===== src/rtl/irq_encoder_8to3_pkg.sv =====
// Shared constants and types for the 8-to-3 interrupt request encoder.
// Request lines are active low; the synchroniser idles at all-ones.
package irq_enc_pkg;

    localparam int N_REQ  = 8;
    localparam int CODE_W = 3;

    typedef enum logic {
        IDLE = 1'b0,
        SHOW = 1'b1
    } state_t;

    // Inactive level for the synchroniser chains, so reset release never looks like a falling edge
    localparam logic [N_REQ-1:0] SYNC_RST = {N_REQ{1'b1}};

    function automatic logic [N_REQ-1:0] onehot(input logic [CODE_W-1:0] idx);
        logic [N_REQ-1:0] mask;
        mask = {{(N_REQ-1){1'b0}}, 1'b1} << idx;
        return mask;
    endfunction

endpackage


===== src/rtl/irq_encoder_8to3_if.sv =====
// Request/acknowledge bundle between event sources, the encoder and its consumer.
// The master side drives requests, enable and acknowledge; the encoder is the slave.
interface irq_encoder_8to3_if import irq_enc_pkg::*; ();

    logic [N_REQ-1:0]  req_n;
    logic              ei_n;
    logic              ack;
    logic [CODE_W-1:0] code;
    logic              valid;
    logic              gs_n;
    logic              eo_n;

    modport master (
        output req_n,
        output ei_n,
        output ack,
        input  code,
        input  valid,
        input  gs_n,
        input  eo_n
    );

    modport slave (
        input  req_n,
        input  ei_n,
        input  ack,
        output code,
        output valid,
        output gs_n,
        output eo_n
    );

endinterface


===== src/rtl/irq_encoder_8to3_prio_enc.sv =====
// Combinational 8-to-3 priority encoder, active-high inputs, bit 7 wins.
// Equivalent to a 74LS148 with the polarities flipped to positive logic.
module prio_enc_8to3 import irq_enc_pkg::*; (
    input  logic [N_REQ-1:0]  pending,
    output logic [CODE_W-1:0] idx,
    output logic              any
);

    always_comb begin
        idx = '0;
        any = 1'b0;
        // Ascending scan so the highest set bit is the last one written
        for (int i = 0; i < N_REQ; i++) begin
            if (pending[i]) begin
                idx = CODE_W'(i);
                any = 1'b1;
            end
        end
    end

endmodule


===== src/rtl/irq_encoder_8to3.sv =====
// Synchronises eight active-low request lines, latches their falling edges as
// pending requests and presents the highest one as a held code until acknowledged.
module irq_encoder_8to3 import irq_enc_pkg::*; #(
    parameter int SYNC_STAGES = 2
) (
    input  logic              clk,
    input  logic              rst_n,
    irq_encoder_8to3_if.slave bus
);

    logic [SYNC_STAGES-1:0][N_REQ-1:0] sync_q;
    logic [N_REQ-1:0]                  sync_last_q;
    logic [N_REQ-1:0]                  fall;

    logic [N_REQ-1:0]  pending_q, pending_d;
    logic [N_REQ-1:0]  clr_mask;
    state_t            state_q, state_d;
    logic [CODE_W-1:0] code_q, code_d;
    logic              valid_q, valid_d;

    logic [CODE_W-1:0] prio_idx;
    logic              prio_any;

    always_ff @(posedge clk or negedge rst_n) begin
        if (!rst_n) begin
            sync_q      <= {SYNC_STAGES{SYNC_RST}};
            sync_last_q <= SYNC_RST;
        end else begin
            sync_q      <= {sync_q[SYNC_STAGES-2:0], bus.req_n};
            sync_last_q <= sync_q[SYNC_STAGES-1];
        end
    end

    // One extra flop past the chain gives the edge detector its previous sample
    assign fall = sync_last_q & ~sync_q[SYNC_STAGES-1];

    prio_enc_8to3 u_prio (
        .pending (pending_q),
        .idx     (prio_idx),
        .any     (prio_any)
    );

    always_comb begin
        state_d  = state_q;
        code_d   = code_q;
        valid_d  = valid_q;
        clr_mask = '0;
        unique case (state_q)
            IDLE: begin
                if (!bus.ei_n && prio_any) begin
                    code_d  = prio_idx;
                    valid_d = 1'b1;
                    state_d = SHOW;
                end
            end
            SHOW: begin
                if (bus.ack) begin
                    clr_mask = onehot(code_q);
                    valid_d  = 1'b0;
                    state_d  = IDLE;
                end
            end
            default: state_d = IDLE;
        endcase
    end

    // A fresh edge arriving as its bit is acknowledged stays pending
    assign pending_d = (pending_q & ~clr_mask) | fall;

    always_ff @(posedge clk or negedge rst_n) begin
        if (!rst_n) begin
            state_q   <= IDLE;
            code_q    <= '0;
            valid_q   <= 1'b0;
            pending_q <= '0;
        end else begin
            state_q   <= state_d;
            code_q    <= code_d;
            valid_q   <= valid_d;
            pending_q <= pending_d;
        end
    end

    assign bus.code  = code_q;
    assign bus.valid = valid_q;
    assign bus.gs_n  = ~(~bus.ei_n & ((|pending_q) | valid_q));
    assign bus.eo_n  = ~(~bus.ei_n & ~(|pending_q) & ~valid_q);

endmodule


===== src/flat_wrapper.sv =====
// flat-port wrapper written by rule: the top's interface ports become plain ports
module irq_encoder_8to3_flat import irq_enc_pkg::*;
#(
    parameter int SYNC_STAGES = 2
)
  (clk, rst_n, bus_req_n, bus_ei_n, bus_ack, bus_code, bus_valid, bus_gs_n, bus_eo_n);
  irq_encoder_8to3_if bus_i ();
  input  logic clk;
  input  logic rst_n;
  input wire logic [$bits(bus_i.req_n)-1:0] bus_req_n;
  input wire logic [$bits(bus_i.ei_n)-1:0] bus_ei_n;
  input wire logic [$bits(bus_i.ack)-1:0] bus_ack;
  output wire logic [$bits(bus_i.code)-1:0] bus_code;
  output wire logic [$bits(bus_i.valid)-1:0] bus_valid;
  output wire logic [$bits(bus_i.gs_n)-1:0] bus_gs_n;
  output wire logic [$bits(bus_i.eo_n)-1:0] bus_eo_n;
  assign bus_i.req_n = bus_req_n;
  assign bus_i.ei_n = bus_ei_n;
  assign bus_i.ack = bus_ack;
  assign bus_code = bus_i.code;
  assign bus_valid = bus_i.valid;
  assign bus_gs_n = bus_i.gs_n;
  assign bus_eo_n = bus_i.eo_n;
  irq_encoder_8to3 #(.SYNC_STAGES(SYNC_STAGES)) u_core (.clk(clk), .rst_n(rst_n), .bus(bus_i));
endmodule

===== config.mk =====
export PLATFORM = sky130hd
export DESIGN_NAME = irq_encoder_8to3_flat
export DESIGN_NICKNAME = d
export VERILOG_FILES = /design/src/rtl/irq_encoder_8to3_pkg.sv /design/src/rtl/irq_encoder_8to3_if.sv /design/src/rtl/irq_encoder_8to3_prio_enc.sv /design/src/rtl/irq_encoder_8to3.sv /design/src/flat_wrapper.sv
export SDC_FILE = /design/constraint.sdc
export NUM_CORES = 1
export LEC_CHECK = 0
export ABC_CLOCK_PERIOD_IN_PS = 1900
export CORE_MARGIN = 3
export CORE_UTILIZATION = 40
export CTS_CLUSTER_SIZE = 30
export DETAILED_ROUTE_END_ITERATION = 8
export GPL_TIMING_DRIVEN = 0
export HOLD_SLACK_MARGIN = 0.05
export PLACE_DENSITY = 0.61
export SETUP_SLACK_MARGIN = 0.2
export SYNTH_ARGS = -nofsm -noshare
export SYNTH_HDL_FRONTEND = slang
export SYNTH_SLANG_ARGS = --single-unit

===== constraint.sdc =====
create_clock -name clk -period 1.9 [get_ports clk]
set_input_delay 0.38 -clock clk [delete_from_list [all_inputs] [get_ports clk]]
set_output_delay 0.38 -clock clk [all_outputs]
set_load 0.05 [all_outputs]

==> flow_results.xml <==
<?xml version="1.0" encoding="UTF-8"?>
<metrics>
  <group name="worst_setup_path">
    <metric name="worst_path_largest_cell_delay" unit="ns">0.42</metric>
    <metric name="startpoint" unit="">u_core.pending_q[7]</metric>
    <metric name="worstRegToRegCells" unit="">5</metric>
    <metric name="worstPathCellList" unit="">nor4_4 -&gt; nand2_1 -&gt; or3_4 -&gt; buf_6</metric>
    <metric name="critPathKind" unit="">reg2out</metric>
    <metric name="rr_endpoint" unit="">u_core.bus.code[0]</metric>
    <metric name="worstPathMaxFanout" unit="">3</metric>
    <metric name="end_point_of_the_critical_path" unit="">bus_eo_n</metric>
    <metric name="timing.critical_path.to_type" unit="">output port</metric>
    <metric name="cp_slowest_cell" unit="">sky130_fd_sc_hd__dfrtp_1</metric>
    <metric name="setup.reg_to_reg.worst_slack" unit="ns">0.49</metric>
    <metric name="critical_path_required" unit="ns">1.52</metric>
    <metric name="critical_path_arrival" unit="ns">1.77</metric>
    <metric name="r2r-start" unit="">u_core.pending_q[2]</metric>
    <metric name="worst_setup_path_start_kind" unit="">flop</metric>
  </group>
  <group name="global_route">
    <metric name="track_usage" unit="%">12.4</metric>
    <metric name="global_route.overflow_total" unit="">0</metric>
    <metric name="number_of_antenna_violations_at_the_first_check_in_global_routing" unit="">0</metric>
    <metric name="busiest_layer" unit="">met2</metric>
    <metric name="use_met1" unit="%">12.8</metric>
    <metric name="number_of_global_route_vias_before_repair" unit="">754</metric>
    <metric name="use_met2" unit="%">19.5</metric>
    <metric name="met3_usage" unit="%">4.96</metric>
    <metric name="grt_pass1_wl" unit="um">3220</metric>
    <metric name="grt_max_degree" unit="">38</metric>
  </group>
  <group name="placement">
    <metric name="portBuffers" unit="">17</metric>
    <metric name="gp_congestion" unit="">0.747</metric>
    <metric name="dp.final_hpwl" unit="um">1300</metric>
    <metric name="placement_stage_cell_area" unit="um2">1490</metric>
  </group>
  <group name="pwr">
    <metric name="cellPowerDensity" unit="nW/um2">1050</metric>
    <metric name="cellLeakagePower" unit="nW">0.678</metric>
    <metric name="irDropWorstVdd" unit="uV">500</metric>
  </group>
  <group name="logic_synthesis">
    <metric name="mappedNetlistNets" unit="">101</metric>
    <metric name="synth.yosys.warnings" unit="">0</metric>
    <metric name="post-synth-top-area-fraction" unit="%">50.1</metric>
    <metric name="yosys_register_bits" unit="">37</metric>
    <metric name="synth.most_common_cell" unit="">sky130_fd_sc_hd__dfstp_2</metric>
    <metric name="syn-mean-instance-area" unit="um2">14.1</metric>
    <metric name="post_synth_num_cell_types" unit="">20</metric>
    <metric name="seq_area_frac_synth" unit="%">75.9</metric>
    <metric name="synth_edf_count" unit="">0</metric>
    <metric name="synth-async-reset-ratio" unit="%">100</metric>
    <metric name="ys.flop_type" unit="">sky130_fd_sc_hd__dfstp_2</metric>
    <metric name="post_synth_inst_count" unit="">89</metric>
    <metric name="post_synth_main_area_contributors" unit="">sky130_fd_sc_hd__dfstp_2 50%, sky130_fd_sc_hd__dfrtp_1 26%, sky130_fd_sc_hd__o21ai_0 6.0%, sky130_fd_sc_hd__inv_1 3.3%, sky130_fd_sc_hd__o31ai_1 2.4%</metric>
    <metric name="synth.cell_area" unit="um2">1260</metric>
    <metric name="synth.cells.most_frequent" unit="">24 x sky130_fd_sc_hd__dfstp_2, 15 x sky130_fd_sc_hd__o21ai_0, 13 x sky130_fd_sc_hd__dfrtp_1</metric>
    <metric name="yosys.area.top_type" unit="">sky130_fd_sc_hd__dfstp_2</metric>
  </group>
  <group name="timing">
    <metric name="worst_hold_margin" unit="ns">0.102</metric>
    <metric name="portion_of_the_clock_cycle_consumed_by_the_worst_path_in_the_final_layout" unit="%">113</metric>
    <metric name="worst_pin_slew" unit="ns">0.754</metric>
    <metric name="period_needed" unit="ns">2.15</metric>
    <metric name="final_max_slew_viol_count" unit="">0</metric>
    <metric name="timing.final.hold_violations" unit="">0</metric>
    <metric name="fmax_achieved" unit="GHz">0.466</metric>
    <metric name="fin_worst_skew" unit="ns">0.00543</metric>
    <metric name="worst_slack" unit="ns">-0.245</metric>
    <metric name="final-setup-viol-count" unit="">2</metric>
    <metric name="rsz_0062_raised_after_global_routing" unit="">yes</metric>
    <metric name="slew_headroom" unit="%">49.7</metric>
  </group>
  <group name="floorplanning">
    <metric name="placeable_area" unit="um2">2880</metric>
    <metric name="fp.dieW" unit="um">62.1</metric>
    <metric name="die_area" unit="um2">3860</metric>
    <metric name="floorplan.rows" unit="">19</metric>
    <metric name="chipHeight" unit="um">62.1</metric>
    <metric name="initial_utilization" unit="%">43.8</metric>
    <metric name="io-pin-count" unit="">18</metric>
  </group>
  <group name="finish">
    <metric name="syn2layout_area_growth" unit="%">28.2</metric>
    <metric name="utilization" unit="%">56.1</metric>
    <metric name="drive_above_1_share" unit="%">41.5</metric>
    <metric name="layout.nets" unit="">129</metric>
    <metric name="stdcell_area" unit="um2">1610</metric>
    <metric name="insertedDiodeCount" unit="">0</metric>
  </group>
  <group name="cts">
    <metric name="cts.path.max_buffers" unit="">2</metric>
    <metric name="clock_transition_at_the_registers_of_the_reported_paths" unit="ns">0.11</metric>
    <metric name="cts_made_buffers" unit="">5</metric>
    <metric name="postCtsHoldBufs" unit="">0</metric>
    <metric name="tritoncts_clock_tree" unit="">yes</metric>
    <metric name="cts.sink_count" unit="">37</metric>
    <metric name="htreeDepth" unit="">2</metric>
    <metric name="clock_latency_reported_for_the_late_side_of_the_worst_skew_pair" unit="ns">0.34</metric>
    <metric name="clk_root_buffer_cell" unit="">sky130_fd_sc_hd__clkbuf_4</metric>
  </group>
  <group name="route">
    <metric name="drt-wirelength-per-cell" unit="um">11.9</metric>
    <metric name="via_per_instance_ratio" unit="">4.92</metric>
    <metric name="drt_drc_violations_left" unit="">0</metric>
    <metric name="dr.first_iter.drc_count" unit="">6</metric>
    <metric name="routed_wirelength" unit="um">1900</metric>
    <metric name="detailroute.via_count" unit="">787</metric>
    <metric name="initial_drt_pass_iterations" unit="">4</metric>
    <metric name="residual_antenna_violating_net_count_after_detailed_routing" unit="">0</metric>
  </group>
  <group name="status">
    <metric name="run_status" unit="">finished, violations left</metric>
    <metric name="violations_in_the_final_reports" unit="">negative setup slack</metric>
  </group>
  <group name="worst_hold_path">
    <metric name="hold_path_class" unit="">in2async</metric>
  </group>
  <group name="run">
    <metric name="max_cap_viol_count" unit="">0</metric>
  </group>
</metrics>
[worst min path at each step]
| stage | depth (start not counted) | endpoint | slack (ns) | start |
|---|---|---|---|---|
| after global placement | 0 | u_core.sync_q[15] | 0.35 | u_core.sync_q[7] |
| after CTS | 1 | u_core.pending_q[0] | 0.11 | rst_n |
| after global routing | 1 | u_core.pending_q[1] | 0.14 | rst_n |
| after detailed placement | 0 | u_core.sync_q[8] | 0.35 | u_core.sync_q[0] |
| final | 1 | u_core.pending_q[1] | 0.10 | rst_n |
| after floorplan | 0 | u_core.bus.code[0] | 0.08 | rst_n |
[kinds of logic (layout without fill, tap and decap cells)]
logic type	Yosys count	after routing	share of synthesized area, %
AO/OA/AOI/OAI	28	28	13.9
buffers and inverters	11	40	3.28
flip-flops	37	37	75.9
AND/OR/NAND/NOR	13	13	6.86
[cell type report]
type	count	area, um2
fill	232	1260
sequential	37	956
multi-input combinational	41	287
timing repair buffer	21	198
tap	42	52.6
clock buffer	6	41.3
inverter	11	41.3
clock inverter	2	38.8
[critical path, delay by kind of cell (launching register included)]
family | cells | cell delay (ns)
flip-flops | 1 | 0.42
AND/OR/NAND/NOR | 3 | 0.85
buffers and inverters | 1 | 0.16
[layout by cell type (no fill, tap or decap), drive strengths merged]
| cell | synthesis | layout |
|---|---|---|
| a31oi | 1 | 1 |
| a211oi | 1 | 1 |
| nand3 | 1 | 1 |
| a21oi | 2 | 2 |
| dlygate4sd2 | 0 | 1 |
| or3 | 1 | 1 |
| nand2b | 2 | 2 |
| a21o | 2 | 2 |
| dfstp | 24 | 24 |
| or2 | 1 | 1 |
| clkbuf | 0 | 7 |
| dfrtp | 13 | 13 |
| o21a | 1 | 1 |
| bufinv | 0 | 1 |
| o311ai | 1 | 1 |
| nor4 | 2 | 2 |
| nor2 | 3 | 3 |
| o31ai | 4 | 4 |
| o21bai | 1 | 1 |
| o21ai | 15 | 15 |
| clkdlybuf4s50 | 0 | 10 |
| nand2 | 3 | 3 |
| buf | 0 | 7 |
| clkdlybuf4s15 | 0 | 2 |
| inv | 11 | 11 |
| clkinv | 0 | 1 |
[state kept, by name, summed over array words and instances (netlist names)]
register	flops
u_core.bus.code	3
u_core.state_q	1
u_core.sync_q	16
u_core.pending_q	8
u_core.sync_last_q	8
u_core.bus.valid	1
[layer usage]
metal	wire length, um	vias to the layer above
met5	0	-
met4	82	0
met3	120	10
met2	885	27
met1	806	383
li1	-	367
[through the flow]
step | std cells | setup TNS, ns | setup WS (ns) | power [mW]
after floorplan | 89 | 0 | 0.205 | 1.07
after global placement | 148 | -4.27 | -0.436 | 1.17
after detailed placement | 148 | -0.888 | -0.474 | 1.17
after CTS | 159 | -0.351 | -0.272 | 1.72
after global routing | 160 | -0.527 | -0.303 | 1.78
final | 160 | -0.416 | -0.245 | 1.69
[report_power, final]
part           switching [mW]  internal [mW]  leakage, nW  total [mW]
Clock                   0.253          0.280       0.0424       0.533
Sequential             0.0645          0.872        0.379       0.936
Combinational           0.136         0.0875        0.257       0.223
Total                   0.453           1.24        0.678        1.69
[what timing repair did]
action,CTS,global route
endpoints found under the setup margin,6,3
endpoints found under the hold margin,0,0
pin swaps,3,1
buffers inserted,3,1
gates resized for setup,22,4
Power figures use the tool's default switching activity.
